===== src/rtl/tank_pkg.sv =====
// Shared constants for the tank game tick path: storage modes, direction codes and
// turn_sequencer FSM state encoding.
package tank_pkg;

  localparam logic [3:0] MODE_READ = 4'b0000;
  localparam logic [3:0] MODE_EDIT = 4'b1111;
  localparam logic [3:0] MODE_T1   = 4'b0001;
  localparam logic [3:0] MODE_T1P  = 4'b0011;
  localparam logic [3:0] MODE_T2   = 4'b0101;
  localparam logic [3:0] MODE_T2P  = 4'b0111;

  localparam logic [1:0] DIR_UP    = 2'd0;
  localparam logic [1:0] DIR_DOWN  = 2'd1;
  localparam logic [1:0] DIR_LEFT  = 2'd2;
  localparam logic [1:0] DIR_RIGHT = 2'd3;

  localparam logic [3:0] ST_IDLE  = 4'd0;
  localparam logic [3:0] ST_LATCH = 4'd1;
  localparam logic [3:0] ST_T1    = 4'd2;
  localparam logic [3:0] ST_T1P   = 4'd3;
  localparam logic [3:0] ST_T2    = 4'd4;
  localparam logic [3:0] ST_T2P   = 4'd5;
  localparam logic [3:0] ST_HIT   = 4'd6;
  localparam logic [3:0] ST_SWEEP = 4'd7;
  localparam logic [3:0] ST_DONE  = 4'd8;

endpackage


===== src/rtl/turn_sequencer_if.sv =====
// Sequencer-to-board-storage bus: mode/address/data/load strobe out, result position/direction back.
interface turn_sequencer_if;
  logic [3:0] mode;
  logic [7:0] address;
  logic [7:0] data;
  logic       load_out;
  logic [7:0] updated_pos;
  logic [7:0] updated_dir;

  modport master (output mode, address, data, load_out, input updated_pos, updated_dir);
  modport slave  (input mode, address, data, load_out, output updated_pos, updated_dir);
endinterface


===== src/rtl/player_input_latch.sv =====
// Sticky move/fire request capture with last-direction hold; flags update one cycle after input.
// No backpressure: requests are sampled only while sample is high and cleared by clear.
module player_input_latch (
  input  logic       clk,
  input  logic       reset,
  input  logic       sample,
  input  logic       clear,
  input  logic       move,
  input  logic [1:0] dir,
  input  logic       fire,
  output logic       move_flag,
  output logic       fire_flag,
  output logic [1:0] dir_q
);

  always_ff @(posedge clk) begin
    if (!reset) begin
      move_flag <= 1'b0;
      fire_flag <= 1'b0;
      dir_q     <= 2'd0;
    end else if (clear) begin
      move_flag <= 1'b0;
      fire_flag <= 1'b0;
    end else if (sample) begin
      if (move) begin
        move_flag <= 1'b1;
        dir_q     <= dir;
      end
      if (fire) fire_flag <= 1'b1;
    end
  end

endmodule


===== src/rtl/turn_sequencer.sv =====
// Frame tick controller: latch inputs, step tanks/projectiles through storage, hit check, 256-cell sweep.
// Latency 260..276 cycles per frame; ticks arriving while busy are dropped and flagged via tick_missed.
module turn_sequencer
  import tank_pkg::*;
#(
  parameter int STEP_CYCLES = 4,
  parameter int PROJ_RANGE  = 15
) (
  input  logic             clk,
  input  logic             reset,
  input  logic             tick,
  input  logic             p1_move,
  input  logic [1:0]       p1_dir,
  input  logic             p1_fire,
  input  logic             p2_move,
  input  logic [1:0]       p2_dir,
  input  logic             p2_fire,
  turn_sequencer_if.master stor,
  output logic             busy,
  output logic             frame_done,
  output logic             p1_hit,
  output logic             p2_hit,
  output logic             tick_missed
);

  localparam int KW = (STEP_CYCLES > 1) ? $clog2(STEP_CYCLES) : 1;
  localparam int CW = $clog2(PROJ_RANGE + 1);

  logic [3:0]    state, nxt;
  logic [KW-1:0] k;
  logic [7:0]    sweep_addr;
  logic          is_step, last_k;
  logic [3:0]    en;

  logic          p1_mv_s, p1_fr_s, p2_mv_s, p2_fr_s;
  logic [1:0]    p1_dir_q, p2_dir_q;
  logic          mv1_f, mv2_f;
  logic [7:0]    t1_pos, t2_pos;
  logic [1:0]    t1_dir, t2_dir;
  logic          pr1_act, pr2_act;
  logic [7:0]    pr1_pos, pr2_pos;
  logic [1:0]    pr1_dir, pr2_dir;
  logic [CW-1:0] pr1_cnt, pr2_cnt;
  logic          hit1_r, hit2_r;

  player_input_latch u_p1 (
    .clk(clk), .reset(reset), .sample(state == ST_IDLE), .clear(state == ST_LATCH),
    .move(p1_move), .dir(p1_dir), .fire(p1_fire),
    .move_flag(p1_mv_s), .fire_flag(p1_fr_s), .dir_q(p1_dir_q)
  );

  player_input_latch u_p2 (
    .clk(clk), .reset(reset), .sample(state == ST_IDLE), .clear(state == ST_LATCH),
    .move(p2_move), .dir(p2_dir), .fire(p2_fire),
    .move_flag(p2_mv_s), .fire_flag(p2_fr_s), .dir_q(p2_dir_q)
  );

  // First enabled step at or after index 'from'; disabled steps cost no cycles.
  function automatic logic [3:0] next_step(input logic [3:0] step_en, input logic [2:0] from);
    logic [3:0] s;
    s = ST_HIT;
    for (int i = 3; i >= 0; i--)
      if (i >= int'(from) && step_en[i]) s = ST_T1 + 4'(i);
    return s;
  endfunction

  assign is_step = (state == ST_T1) || (state == ST_T1P) || (state == ST_T2) || (state == ST_T2P);
  assign last_k  = (k == KW'(STEP_CYCLES - 1));

  // In LATCH the projectile flags are not yet updated, so fold in the pending fire requests.
  assign en = (state == ST_LATCH) ? {p2_fr_s | pr2_act, p2_mv_s, p1_fr_s | pr1_act, p1_mv_s}
                                  : {pr2_act, mv2_f, pr1_act, mv1_f};

  always_comb begin
    nxt = state;
    case (state)
      ST_IDLE:  if (tick) nxt = ST_LATCH;
      ST_LATCH: nxt = next_step(en, 3'd0);
      ST_T1, ST_T1P, ST_T2, ST_T2P:
        if (last_k) nxt = next_step(en, 3'(state - ST_T1 + 4'd1));
      ST_HIT:   nxt = ST_SWEEP;
      ST_SWEEP: if (sweep_addr == 8'hFF) nxt = ST_DONE;
      ST_DONE:  nxt = ST_IDLE;
      default:  nxt = ST_IDLE;
    endcase
  end

  always_comb begin
    stor.mode     = MODE_READ;
    stor.address  = 8'd0;
    stor.data     = 8'd0;
    stor.load_out = 1'b0;
    case (state)
      ST_T1:    begin stor.mode = MODE_T1;  stor.data = {6'b0, p1_dir_q}; end
      ST_T1P:   begin stor.mode = MODE_T1P; stor.data = {6'b0, pr1_dir};  end
      ST_T2:    begin stor.mode = MODE_T2;  stor.data = {6'b0, p2_dir_q}; end
      ST_T2P:   begin stor.mode = MODE_T2P; stor.data = {6'b0, pr2_dir};  end
      ST_SWEEP: begin stor.mode = MODE_EDIT; stor.address = sweep_addr;   end
      default:  ;
    endcase
    if (is_step) stor.load_out = (k == KW'(1));
  end

  assign busy        = (state != ST_IDLE);
  assign frame_done  = (state == ST_DONE);
  assign p1_hit      = (state == ST_DONE) && hit1_r;
  assign p2_hit      = (state == ST_DONE) && hit2_r;
  assign tick_missed = tick && busy;

  always_ff @(posedge clk) begin
    if (!reset) begin
      state      <= ST_IDLE;
      k          <= '0;
      sweep_addr <= 8'd0;
      mv1_f      <= 1'b0;
      mv2_f      <= 1'b0;
      t1_pos     <= 8'h00;
      t2_pos     <= 8'hFF;
      t1_dir     <= DIR_DOWN;
      t2_dir     <= DIR_UP;
      pr1_act    <= 1'b0;
      pr2_act    <= 1'b0;
      pr1_pos    <= 8'd0;
      pr2_pos    <= 8'd0;
      pr1_dir    <= 2'd0;
      pr2_dir    <= 2'd0;
      pr1_cnt    <= '0;
      pr2_cnt    <= '0;
      hit1_r     <= 1'b0;
      hit2_r     <= 1'b0;
    end else begin
      state      <= nxt;
      k          <= (is_step && !last_k) ? k + KW'(1) : '0;
      sweep_addr <= (state == ST_SWEEP) ? sweep_addr + 8'd1 : 8'd0;
      case (state)
        ST_LATCH: begin
          mv1_f  <= p1_mv_s;
          mv2_f  <= p2_mv_s;
          hit1_r <= 1'b0;
          hit2_r <= 1'b0;
          if (p1_fr_s && !pr1_act) begin
            pr1_act <= 1'b1;
            pr1_cnt <= '0;
            pr1_dir <= t1_dir;
            pr1_pos <= t1_pos;
          end
          if (p2_fr_s && !pr2_act) begin
            pr2_act <= 1'b1;
            pr2_cnt <= '0;
            pr2_dir <= t2_dir;
            pr2_pos <= t2_pos;
          end
        end
        ST_T1: if (last_k) begin
          t1_pos <= stor.updated_pos;
          t1_dir <= stor.updated_dir[1:0];
        end
        ST_T2: if (last_k) begin
          t2_pos <= stor.updated_pos;
          t2_dir <= stor.updated_dir[1:0];
        end
        // An unchanged position means the projectile hit a wall.
        ST_T1P: if (last_k) begin
          pr1_pos <= stor.updated_pos;
          pr1_dir <= stor.updated_dir[1:0];
          pr1_cnt <= pr1_cnt + CW'(1);
          if (stor.updated_pos == pr1_pos || pr1_cnt == CW'(PROJ_RANGE - 1)) pr1_act <= 1'b0;
        end
        ST_T2P: if (last_k) begin
          pr2_pos <= stor.updated_pos;
          pr2_dir <= stor.updated_dir[1:0];
          pr2_cnt <= pr2_cnt + CW'(1);
          if (stor.updated_pos == pr2_pos || pr2_cnt == CW'(PROJ_RANGE - 1)) pr2_act <= 1'b0;
        end
        ST_HIT: begin
          if (pr1_act && pr1_pos == t2_pos) begin
            hit2_r  <= 1'b1;
            pr1_act <= 1'b0;
          end
          if (pr2_act && pr2_pos == t1_pos) begin
            hit1_r  <= 1'b1;
            pr2_act <= 1'b0;
          end
        end
        default: ;
      endcase
    end
  end

endmodule

===== src/flat_wrapper.sv =====
// flat-port wrapper written by rule: the top's interface ports become plain ports
module turn_sequencer_flat import tank_pkg::*;
#(
  parameter int STEP_CYCLES = 4,
  parameter int PROJ_RANGE  = 15
)
  (clk, reset, tick, p1_move, p1_dir, p1_fire, p2_move, p2_dir, p2_fire, busy, frame_done, p1_hit, p2_hit, tick_missed, stor_mode, stor_address, stor_data, stor_load_out, stor_updated_pos, stor_updated_dir);
  turn_sequencer_if stor_i ();
  input  logic clk;
  input  logic reset;
  input  logic tick;
  input  logic p1_move;
  input  logic [1:0] p1_dir;
  input  logic p1_fire;
  input  logic p2_move;
  input  logic [1:0] p2_dir;
  input  logic p2_fire;
  output logic busy;
  output logic frame_done;
  output logic p1_hit;
  output logic p2_hit;
  output logic tick_missed;
  output wire logic [$bits(stor_i.mode)-1:0] stor_mode;
  output wire logic [$bits(stor_i.address)-1:0] stor_address;
  output wire logic [$bits(stor_i.data)-1:0] stor_data;
  output wire logic [$bits(stor_i.load_out)-1:0] stor_load_out;
  input wire logic [$bits(stor_i.updated_pos)-1:0] stor_updated_pos;
  input wire logic [$bits(stor_i.updated_dir)-1:0] stor_updated_dir;
  assign stor_mode = stor_i.mode;
  assign stor_address = stor_i.address;
  assign stor_data = stor_i.data;
  assign stor_load_out = stor_i.load_out;
  assign stor_i.updated_pos = stor_updated_pos;
  assign stor_i.updated_dir = stor_updated_dir;
  turn_sequencer #(.STEP_CYCLES(STEP_CYCLES), .PROJ_RANGE(PROJ_RANGE)) u_core (.clk(clk), .reset(reset), .tick(tick), .p1_move(p1_move), .p1_dir(p1_dir), .p1_fire(p1_fire), .p2_move(p2_move), .p2_dir(p2_dir), .p2_fire(p2_fire), .stor(stor_i), .busy(busy), .frame_done(frame_done), .p1_hit(p1_hit), .p2_hit(p2_hit), .tick_missed(tick_missed));
endmodule

===== config.mk =====
export PLATFORM = sky130hd
export DESIGN_NAME = turn_sequencer_flat
export DESIGN_NICKNAME = d
export VERILOG_FILES = /design/src/rtl/tank_pkg.sv /design/src/rtl/turn_sequencer_if.sv /design/src/rtl/player_input_latch.sv /design/src/rtl/turn_sequencer.sv /design/src/flat_wrapper.sv
export SDC_FILE = /design/constraint.sdc
export NUM_CORES = 1
export LEC_CHECK = 0
export ABC_AREA = 1
export BUFFER_PORTS_ARGS = -buffer_cell sky130_fd_sc_hd__buf_2
export CORE_ASPECT_RATIO = 2
export CORE_MARGIN = 1
export CORE_UTILIZATION = 60
export CTS_CLUSTER_DIAMETER = 50
export CTS_CLUSTER_SIZE = 20
export DETAILED_ROUTE_END_ITERATION = 12
export PLACE_DENSITY = 0.8
export RECOVER_POWER = 50
export SYNTH_ARGS = -nofsm -noshare
export SYNTH_HDL_FRONTEND = slang
export SYNTH_SLANG_ARGS = --single-unit

===== constraint.sdc =====
create_clock -name clk -period 3.8 [get_ports clk]
set_clock_uncertainty 0.15 [all_clocks]
set_input_delay 0.38 -clock clk [delete_from_list [all_inputs] [get_ports clk]]
set_output_delay 0.38 -clock clk [all_outputs]
set_load 0.05 [all_outputs]

* After elaboration in Yosys (flattened, before gate mapping) *
Index checks and enable logic that the tools add are counted.

word-level totals
  ROM bits = 0
  flip-flop bits (word level) = 76
  logic and storage cells = 160
  bits in latches = 0
  memories = 0
  output and inout port bits = 26
  RAM bits = 0

operators by class
  reductions and logical operators = 46
  equal/unequal tests = 28
  $add $sub $neg = 6
  magnitude comparators = 4
  shifts and indexed selects = 0
  multipliers = 0
  div/mod/pow operators = 0
  bitwise operators = 4
  muxes and demuxes = 47

operators with widths
  kind                 count
  $pmux 4 s5           2
  $eq 8x8->1           4
  $mux 4               8
  $mux 8               4
  $pmux 8 s2           2
  $reduce_and 2->1     10
  $eq 4x3->1 const B   4
  $ne 2x1->1 const B   8
  $pmux 4 s2           2
  $reduce_and 3->1     5
  $mux 2               7
  $eq 4x4->1 const B   3
  $logic_and 1x1->1    12
  $mux 3               4
  $mux 1               11
  $reduce_and 5->1     2
  $add 4x1->4 const B  2
  $add 8x1->8 const B  1
  $eq 4x2->1 const B   2
  $eq 8x8->1 const B   1
  $pmux 2 s2           2
  $pmux 2 s4           1
  $ge 1x3->1 const A   2
  $ge 2x3->1 const A   2
  19 further kinds     34

* Depth between registers and ports, before layout *
Gate-level depths: netlist of the first run.

  word-level depth = 10
  depth in mapped cells = 14
  mapped depth without buffers = 14

* By module *
From an unflattened synthesis of the first run, not the netlist that was laid out.

second synthesis, totals
  cells, all modules = 623
  area total of the unflattened synthesis = 4181.5 sq um

by module, submodules not included
  module              seq. area each (sq um)  instances  area each (sq um)  cells an instance
  turn_sequencer      1361.3                  1          3876.2             581
  player_input_latch  80.1                    2          152.6              21

* Worst setup path before layout of the first run *
OpenSTA, ideal clock, no wires.

  path type = reg-to-output
  from = register u_core.state[0]
  to = output port stor_address[0]
  path slack = 1040 ps
  stages on the path, launching flop included = 7
  data required time = 3270 ps
  arrival = 2230 ps
  path buffers = 1
  cell sequence = dfxtp_1 -> ha_1 -> inv_1 -> nor2_2 -> inv_1 -> clkbuf_1 -> nor2_1

between the ends
  longest elaborated chain between the ends = 2

RTL lines
  element                 line                   text
  start, declared         turn_sequencer.sv:29   logic [3:0] state, nxt;
  start signal, assigned  turn_sequencer.sv:132  state <= nxt;
  $eq 4x3->1              turn_sequencer.sv:93   case (state)
  $mux 8                  turn_sequencer.sv:93
  end, declared           flat_wrapper.sv:24     output wire logic [$bits(stor_i.address)-1:0] stor_address;

No other way between the ends.

* Worst setup path after layout of the first run *
  from = register u_core.state[1]
  to = output port stor_data[0]

between the ends
  longest elaborated chain between the ends = 2

RTL lines
  element                                   line                  text
  $eq 4x3->1 or $eq 4x2->1 (tied branches)  turn_sequencer.sv:93
  $pmux 2 s4 *                              turn_sequencer.sv:93
  end, declared                             flat_wrapper.sv:25    output wire logic [$bits(stor_i.data)-1:0] stor_data;

Every way passes the cells marked *; elsewhere a longest branch is shown, timed or not.

==> run_results.csv, run 1 <==
group,metric,value,unit
run_status,status,"completed",
floorplanning,core,6940,µm²
place,place_congestion,1.008,
routing,vias,4286,
logic_synthesis,yosys_warnings,0,
clocking,cts_root_buf,"clkbuf_16",
pwr,leakagePower,0.002253,µW
logic_synthesis,async_flop_share,0,%
setup_path,end_kind,"output pin",
logic_synthesis,synth_cell_types,36,
setup_path,critical_path_arrival,2.25,ns
setup_path,start_kind,"register",
pwr,p_per_area,695.6,nW/µm²
final_layout,final_cell_mix,"nand2_1, inv_1, dfxtp_1",
floorplanning,rows,43,
global_routing,grt_start_max_net_pins,44,
setup_path,worstPathMaxFanout,27,
global_routing,grt_pass1_wl,18170,µm
floorplanning,initial_core_util,61.71,%
setup_path,r2r_start,"u_core.state[0]$_SDFFE_PN0P_",
place,dp_hpwl,8064,µm
logic_synthesis,ys_seq_area_share,35.52,%
logic_synthesis,syn_inst,647,
place,io_buffers,40,
clocking,cts_resized,0,
clocking,clk_pin_slew,0.06,ns
global_routing,gr-total-overflow,0,
floorplanning,fp.dieH,121.5,µm
sta,setup_viol,0,
logic_synthesis,synth_seq_cells,76,
routing,via_per_inst,5.516,
routing,wl,10970,µm
routing,ant_nets,0,
min_path,hold_start,"p1_move",
sta,fin_crit,2.779,ns
clocking,ctsHtreeMaxLevel,3,
final_layout,layoutNonFillerInstCount,777,
logic_synthesis,avgSynthCellArea,6.620,µm²
floorplanning,dieArea,7500,µm²
final_layout,area_growth_syn_to_layout,11.98,%
clocking,numClockSinks,76,
logic_synthesis,synth-main-ff-cell,"dfxtp_1",
setup_path,ff2ff_path_depth,9,
final_layout,drive_above_1_share,11.35,%
floorplanning,die_x,61.74,µm
final_layout,fin_nets,720,
routing,drt_iter0_markers,280,
sta,slew_viol_final,0,
sta,setup_slack,1.021,ns
routing,drc,0,
floorplanning,ioPinCount,53,
global_routing,track_usage,32.67,%
setup_path,rrSetupSlack,1.16,ns
sta,slew_headroom,10.17,%
sta,timing.fmax,359.9,MHz
routing,dr.pass1.iters,6,
routing,wire_per_inst,14.12,µm
sta,min_period_over_period,73.13,%
setup_path,critPathKind,"reg2out",
sta,fin_tns_setup,0,ns
final_layout,design_area,4796,µm²
flow_run,drv_cap,0,
logic_synthesis,synth_enable_flop_cells,0,
clocking,cts_hold_buf,0,
place,dpl-instance-area,4479,µm²
pwr,peakVddDrop,0.6028,mV
sta,holdWs,0.1462,ns
final_layout,final_common_cell,"nand2_1",
setup_path,cp_data_required_time,3.27,ns
sta,hold_viol,0,
place,dp_slack,1.353,ns
clocking,cts_tree,"done",
sta,rsz0062_at_grt,"false",
global_routing,antenna_found_initial,0,
clocking,insertion_delay,0.34,ns
clocking,cts_buffers,9,
min_path,hold_path.class,"in2reg",
clocking,cts_setup_buffers,0,
final_layout,antennaDiodeCount,0,
global_routing,grt_pass1_vias,4180,
sta,worstMarginPinSlew,1.343,ns
place,placed_cells,761,
logic_synthesis,syn-cell-area,4283,µm²
min_path,hold_path_depth,3,
min_path,min_to,"u_core.u_p1.move_flag$_SDFFE_PP0P_",
clocking,cts_buffer_depth,2,
setup_path,regToRegEndpoint,"u_core.pr1_dir[0]$_SDFFE_PN0P_",
==> cell type report <==
cell class,count,area (µm²)
sequential,76,1521
multi-input combinational,456,2230
tap,90,112.6
fill,613,2145
clock inverter,4,95.09
timing repair buffer,44,224.0
clock buffer,12,256.5
inverter,95,356.6
==> cell usage after synthesis (2+ instances only) <==
library cell / instances / area, µm²
a21oi_1: 66 / 330.3
a221o_1: 2 / 20.02
a31oi_1: 2 / 12.51
buf_2: 3 / 15.01
buf_4: 8 / 60.06
buf_6: 5 / 56.30
clkbuf_1: 9 / 33.78
dfxtp_1: 76 / 1521
ha_1: 11 / 137.6
inv_1: 86 / 322.8
inv_2: 8 / 30.03
nand2_1: 156 / 585.6
nand2_2: 5 / 31.28
nand2_4: 2 / 22.52
nand3_1: 24 / 120.1
nand4_1: 11 / 68.82
nor2_1: 61 / 229.0
nor2_2: 5 / 31.28
nor2_4: 3 / 33.78
nor3_1: 3 / 15.01
nor3b_1: 2 / 15.01
o211ai_1: 4 / 30.03
o21a_1: 2 / 15.01
o21ai_0: 54 / 270.3
o21ai_1: 18 / 90.09
o21ai_2: 5 / 43.79
o22ai_1: 3 / 18.77
xnor2_1: 5 / 43.79
==> registers in the layout, summed over array words and instances, names as in the netlist, 4 cells and up <==
| signal | flops |
|---|---|
| u_core.state | 4 |
| u_core.pr1_cnt | 4 |
| u_core.pr2_cnt | 4 |
| u_core.pr1_pos | 8 |
| u_core.t2_pos | 8 |
| u_core.pr2_pos | 8 |
| u_core.t1_pos | 8 |
| u_core.sweep_addr | 8 |
==> worst max-delay path by stage <==
stage          cells after the start                          from                              to
5_1_grt                            7  u_core.state[1]$_SDFFE_PN0P_                    stor_mode[0]
3_5_place_dp                      11  u_core.state[0]$_SDFFE_PN0P_  u_core.pr2_cnt[3]$_SDFFE_PN0P_
2_1_floorplan                      6  u_core.state[0]$_SDFFE_PN0P_                 stor_address[0]
3_3_place_gp                      11  u_core.state[0]$_SDFFE_PN0P_  u_core.pr2_cnt[2]$_SDFFE_PN0P_
6_report                           6  u_core.state[1]$_SDFFE_PN0P_                    stor_data[0]
4_1_cts                            6  u_core.state[1]$_SDFFE_PN0P_                    stor_data[0]
==> power by group <==
| group | internal, µW | total, µW | switching, µW |
|---|---|---|---|
| clock | 676 | 1010 | 332 |
| sequential | 947 | 1060 | 118 |
| combinational | 367 | 1260 | 896 |
==> worst max-delay path, stage by stage (launching register included) <==
cell     delay, ns
dfxtp_1       0.38
inv_1         0.08
ha_1          0.33
nand2_4       0.32
inv_1         0.19
a221o_1       0.38
buf_2         0.21
==> through the flow <==
| step | utilization (%) | power [µW] |
|---|---|---|
| floorplan | - | 2080 |
| global placement | 64.54 | 2298 |
| detailed placement | 64.54 | 2342 |
| CTS | 69.61 | 3353 |
| global route | 69.10 | 3533 |
| finish | 69.10 | 3336 |
==> cells by family (layout without fill, tap and decap cells) <==
group / Yosys count / count (layout) / synth area share, %
AOI/OAI and AO/OA: 159 / 159 / 20.27
xor gates and xnor gates: 5 / 5 / 1.022
adders and majority gates: 11 / 11 / 3.214
buffers and inverters: 120 / 155 / 12.18
DFF: 76 / 76 / 35.52
other: 1 / 6 / 0.08756
and+or+nand+nor: 275 / 275 / 27.70
==> routing by layer <==
metal / global-route usage, % / share of wire (%) / wire, µm
met1: 31.92 / 36 / 3971
met3: 8.316 / 4.7 / 514
met4: 21.94 / 5.5 / 605
met2: 56.59 / 54 / 5875
met5: 0 / 0 / 0
Note: power is estimated with default switching activity, not from simulation.
==> run 2, diff against run 1 <==
--- a/config.mk
+++ b/config.mk
@@ -9,11 +9,11 @@
 export BUFFER_PORTS_ARGS = -buffer_cell sky130_fd_sc_hd__buf_2
 export CORE_ASPECT_RATIO = 2
 export CORE_MARGIN = 1
-export CORE_UTILIZATION = 60
+export CORE_UTILIZATION = 53
 export CTS_CLUSTER_DIAMETER = 50
 export CTS_CLUSTER_SIZE = 20
 export DETAILED_ROUTE_END_ITERATION = 12
-export PLACE_DENSITY = 0.8
+export PLACE_DENSITY = 0.75
 export RECOVER_POWER = 50
 export SYNTH_ARGS = -nofsm -noshare
 export SYNTH_HDL_FRONTEND = slang
==> constraint.sdc (replaced) <==
create_clock -name clk -period 2.3 [get_ports clk]
set_clock_uncertainty 0.15 [all_clocks]
set_input_delay 0.23 -clock clk [delete_from_list [all_inputs] [get_ports clk]]
set_output_delay 0.23 -clock clk [all_outputs]
set_load 0.05 [all_outputs]
==> run 2 against run 1 <==
  * Largest cell class unchanged
  * Register-to-register slack got worse by 0.96 ns
  * Die area is 13% higher
  * Critical path depth rose by 1
  * Sequential cell count did not move
  * Setup slack worse by 0.94 ns
  * Cell area up 3.0%
  * Critical endpoint unchanged
  * Clock power up 22%
  * Count of clock-buffer cells in the layout unchanged
  * Power is 56% higher
==> run_results.csv, run 2 (synthesis results as in run 1) <==
group,metric,value,unit
routing,drt_iter0_markers,250,
sta,setup_viol,0,
min_path,hold_start,"p1_move",
setup_path,r2r_start,"u_core.state[1]$_SDFFE_PN0P_",
setup_path,critPathKind,"reg2out",
sta,setup_slack,0.08154,ns
final_layout,final_cell_mix,"nand2_1, inv_1, dfxtp_1",
setup_path,ff2ff_path_depth,11,
clocking,cts_tree,"done",
setup_path,cp_data_required_time,1.92,ns
routing,top_layer,"met4",
setup_path,worstPathCellList,"inv_1 > ha_1 > buf_6 > nand2_4 > clkinvlp_4 > a221o_1 > buf_6",
pwr,leakagePower,0.002284,µW
floorplanning,die_x,65.57,µm
pwr,p_per_area,1052,nW/µm²
global_routing,grt_pass1_vias,4110,
pwr,peakVddDrop,0.7054,mV
setup_path,cpPeakStageDelay,0.36,ns
setup_path,start_kind,"register",
setup_path,critical_path_arrival,1.84,ns
floorplanning,ioPinCount,53,
setup_path,worstPathMaxFanout,8,
setup_path,rrSetupSlack,0.20,ns
final_layout,fin_nets,733,
routing,wl_met3,418,µm
setup_path,regToRegEndpoint,"u_core.pr2_pos[2]$_SDFFE_PN0P_",
setup_path,end_kind,"output pin",
global_routing,grt_pass1_wl,18640,µm
routing,dr.pass1.iters,4,
final_layout,drive_above_1_share,15.31,%
final_layout,area_growth_syn_to_layout,15.34,%
floorplanning,initial_core_util,54.32,%
sta,slew_viol_final,0,
routing,via_per_inst,5.243,
place,dp_hpwl,8582,µm
run_status,status,"completed",
sta,timing.fmax,450.8,MHz
floorplanning,core,7885,µm²
pwr,power.total,5197,µW
sta,min_period_over_period,96.45,%
min_path,hold_path_depth,3,
setup_path,cpMaxStageDelayCell,"a221o_1",
sta,hold_viol,0,
place,place_congestion,0.9144,
routing,wl,11210,µm
flow_run,drv_cap,0,
min_path,min_to,"u_core.u_p1.move_flag$_SDFFE_PP0P_",
floorplanning,dieArea,8466,µm²
place,io_buffers,40,
clocking,cts_buffer_depth,2,
global_routing,grt_start_max_net_pins,44,
place,dp_slack,0.2792,ns
clocking,numClockSinks,76,
final_layout,final_common_cell,"nand2_1",
floorplanning,fp.dieH,129.1,µm
floorplanning,rows,46,
sta,fin_crit,2.218,ns
sta,rsz0062_at_grt,"false",
sta,worstMarginPinSlew,0.5919,ns
clocking,ctsHtreeMaxLevel,3,
global_routing,antenna_found_initial,0,
routing,ant_nets,0,
routing,wire_per_inst,14.10,µm
min_path,hold_path.class,"in2reg",
sta,slew_headroom,60.71,%
routing,drc,0,
clocking,clk_pin_slew,0.05,ns
clocking,cts_buffers,9,
routing,vias,4168,
global_routing,gr-total-overflow,0,
clocking,cts_root_buf,"clkbuf_16",
routing,m1WireLength,4097,µm
final_layout,antennaDiodeCount,0,
global_routing,track_usage,29.27,%
routing,wl_met2,6117,µm
clocking,insertion_delay,0.34,ns
setup_path,cp_common_cell,"buf_6",
-- run 2: cell count changes in the layout (fill, tap and decap cells not counted), sizes merged --
cell         change
buf              +9
bufinv           -3
clkbuf           +2
clkinv           +2
dlygate4sd3      +2
clkinvlp         +1
inv              -1
-- run 2: area by class of cell --
class	instances	area, µm²
Inverter	95	360.3
Clock buffer	12	236.5
Sequential cell	76	1528
Tap cell	96	120.1
Fill cell	723	2945
Timing Repair Buffer	57	359.1
Clock inverter	3	15.01
Multi-Input combinational cell	456	2321
-- run 2: layer usage --
layer	vias to the layer above	GRT usage, %
met5	-	0
met4	0	19.31
met3	36	5.370
met2	109	53.85
met1	1858	28.77
li1	2165	-
-- run 2: critical path, delay by kind of cell (launching register included) --
family,cells,cell delay [ns]
and+or+nand+nor,1,0.10
DFF,1,0.35
adders and majority gates,1,0.20
buffers and inverters,4,0.49
AOI/OAI and AO/OA,1,0.36
-- run 2: power by group --
group | internal [µW] | total [µW] | switching, µW
logic | 706 | 2200 | 1490
clock network | 719 | 1230 | 510
registers | 1570 | 1770 | 198
-- run 2: how the worst max path moves through the flow --
stage,startpoint,end,slack (ns),cells past startpoint
floorplan,u_core.state[0]$_SDFFE_PN0P_,p1_hit,-0.02,6
global placement,u_core.state[0]$_SDFFE_PN0P_,u_core.state[2]$_SDFFE_PN0P_,0.31,10
detailed placement,u_core.state[1]$_SDFFE_PN0P_,u_core.pr1_pos[0]$_SDFFE_PN0P_,0.28,11
CTS,u_core.state[1]$_SDFFE_PN0P_,stor_data[0],0.005,7
global route,u_core.state[1]$_SDFFE_PN0P_,stor_data[0],0.02,7
finish,u_core.state[1]$_SDFFE_PN0P_,stor_data[0],0.08,7
-- run 2: metrics by stage --
stage | hold slack [ns] | util [%] | area (µm²) | instances | setup TNS (ns)
after global placement | 0.2826 | 58.93 | 4647 | 777 | 0
after global routing | 0.01887 | 62.65 | 4940 | 795 | 0
after detailed placement | 0.2944 | 58.93 | 4647 | 777 | 0
after floorplan | 0.2064 | - | 4375 | 652 | -0.03699
final | 0.006665 | 62.65 | 4940 | 795 | 0
after CTS | 0.003817 | 62.49 | 4927 | 794 | 0
-- run 2: what timing repair did --
action	4_1_cts	5_1_grt
hold endpoints to repair	2	0
setup endpoints to repair	12	13
hold buffers	2	0
setup buffers	0	1
resized for setup	4	8
pin swaps	0	3
==> run 3, diff against run 2 <==
--- a/config.mk
+++ b/config.mk
@@ -9,11 +9,11 @@
 export BUFFER_PORTS_ARGS = -buffer_cell sky130_fd_sc_hd__buf_2
 export CORE_ASPECT_RATIO = 2
 export CORE_MARGIN = 1
-export CORE_UTILIZATION = 53
+export CORE_UTILIZATION = 58
 export CTS_CLUSTER_DIAMETER = 50
 export CTS_CLUSTER_SIZE = 20
 export DETAILED_ROUTE_END_ITERATION = 12
-export PLACE_DENSITY = 0.75
+export PLACE_DENSITY = 0.78
 export RECOVER_POWER = 50
 export SYNTH_ARGS = -nofsm -noshare
 export SYNTH_HDL_FRONTEND = slang
==> constraint.sdc (replaced) <==
create_clock -name clk -period 2.2 [get_ports clk]
set_clock_uncertainty 0.15 [all_clocks]
set_input_delay 0.22 -clock clk [delete_from_list [all_inputs] [get_ports clk]]
set_output_delay 0.22 -clock clk [all_outputs]
set_load 0.05 [all_outputs]
==> run 3 against run 2 <==
  * The flow now finishes with violations (negative hold slack)
  * Count of clock-buffer cells in the layout unchanged
  * Cell area grew 5.0%
  * Worst hold slack worse by 0.0076 ns
  * Largest power group unchanged
==> run_results.csv, run 3 (synthesis results as in run 1) <==
group,metric,value,unit
flow_run,drv_cap,0,
setup_path,start_kind,"register",
final_layout,design_area,5185,µm²
final_layout,multi_input_area,2362,µm²
global_routing,grt_pass1_wl,18930,µm
setup_path,critPathKind,"reg2out",
place,dpl-instance-area,4697,µm²
global_routing,track_usage,32.01,%
sta,min_period_over_period,97.34,%
floorplanning,ioPinCount,53,
setup_path,critical_path_arrival,1.77,ns
clocking,cts_root_buf,"clkbuf_16",
sta,slew_viol_final,0,
sta,holdWs,-0.0009475,ns
run_status,status,"finished, violations left",
setup_path,cp_data_required_time,1.83,ns
setup_path,worstPathMaxFanout,9,
sta,setup_slack,0.05859,ns
routing,wl,11840,µm
run_status,violations,"negative hold slack",
final_layout,drive_above_1_share,17.96,%
sta,timing.fmax,467.0,MHz
place,io_buffers,40,
global_routing,grt_pass1_vias,4232,
final_layout,fin_nets,740,
floorplanning,dieArea,7752,µm²
routing,drt_iter0_markers,334,
setup_path,end_kind,"output pin",
clocking,ctsHtreeMaxLevel,3,
final_layout,area_growth_syn_to_layout,21.06,%
final_layout,fill_cells,619,
pwr,leakagePower,0.002365,µW
clocking,insertion_delay,0.34,ns
pwr,peakVddDrop,0.8680,mV
place,place_congestion,0.9756,
clocking,numClockSinks,76,
routing,wire_per_inst,14.81,µm
routing,drc,0,
place,dp_hpwl,8756,µm
routing,top_layer,"met4",
routing,wl_met2,6612,µm
final_layout,final_common_cell,"nand2_1",
routing,wl_met3,410,µm
floorplanning,initial_core_util,59.39,%
sta,slew_headroom,63.19,%
floorplanning,fp.dieH,123.5,µm
floorplanning,rows,44,
min_path,hold_path.class,"in2reg",
place,dp_slack,0.1216,ns
sta,worstMarginPinSlew,0.5522,ns
global_routing,antenna_found_initial,0,
routing,vias,4368,
final_layout,antennaDiodeCount,0,
final_layout,final_cell_mix,"nand2_1, inv_1, dfxtp_1",
sta,setup_viol,0,
clocking,cts_tree,"done",
pwr,p_per_area,1130,nW/µm²
clocking,cts_buffers,9,
clocking,cts_buffer_depth,2,
routing,via_per_inst,5.467,
floorplanning,core,7212,µm²
routing,dr.pass1.iters,5,
sta,fin_crit,2.141,ns
sta,hold_viol,1,
final_layout,seqCellArea,1528,µm²
global_routing,grt_start_max_net_pins,44,
global_routing,gr-total-overflow,0,
floorplanning,die_x,62.76,µm
routing,ant_nets,0,
routing,m1WireLength,4332,µm
clocking,clk_pin_slew,0.05,ns
[run 3: cell types whose count changed in the layout (fill, tap and decap cells not counted), sizes merged]
cell	change
buf	+10
clkbuf	-4
bufinv	+1
clkinv	-1
clkinvlp	+1
dlygate4sd3	+1
[run 3: worst paths after layout]
check,start,to,slack (ns),cells past startpoint
worst max-delay path,u_core.state[0]$_SDFFE_PN0P_,stor_data[0],0.06,6
worst min-delay path,p2_fire,u_core.u_p2.fire_flag$_SDFFE_PP0P_,-0.0009,3
worst max register to register,u_core.state[0]$_SDFFE_PN0P_,u_core.pr2_pos[7]$_SDFFE_PN0P_,0.19,10
worst min register to register,u_core.u_p2.dir_q[0]$_SDFFE_PN0P_,u_core.u_p2.dir_q[0]$_SDFFE_PN0P_,0.30,2
[run 3: power by group]
group	total, µW	switching [µW]	internal [µW]
Clock	1510	578	936
Combinational	2490	1640	855
Sequential	1850	209	1640
[run 3: timing repair]
item | in CTS | in global routing
buffers inserted | 1 | 4
setup endpoints to repair | 14 | 18
resized for setup | 23 | 13
pin swaps | 0 | 1
endpoints found under the hold margin | 3 | 0
hold buffers | 3 | 0
[run 3: cell type report]
type                    count  share of cell area (%)
flip-flops and latches     76                   29.46
inverters                  95                   6.950
repair buffers             64                   9.942
clock inverters             4                  0.9170
well taps                  92                   2.220
clock buffers              12                   4.947
multi-input cells         456                   45.56
[run 3: critical path, cell delays in order (launching register included)]
cell and delay, ns:
dfxtp_4 0.37, ha_2 0.22, buf_12 0.15, nand2_8 0.10, inv_2 0.07, a221o_1 0.36
buf_6 0.16
[run 3: per-layer routing]
metal  global-route usage [%]  up-vias
li1                         -     2185
met1                    30.38     2023
met2                    63.32      123
met3                    4.428       37
met4                    19.33        0
met5                        0        -
[run 3: through the flow]
step           utilization (%)  cells  hold slack (ns)  setup TNS (ns)  power, µW
5_1_grt                  71.89    799          0.01057        -0.07136       6193
3_3_place_gp             65.13    775           0.2804               0       4151
2_1_floorplan                -    652           0.1964         -0.2673       3610
6_report                 71.89    799       -0.0009475               0       5857
4_1_cts                  70.92    795        0.0002778               0       5761
3_5_place_dp             65.13    775           0.2909               0       4202
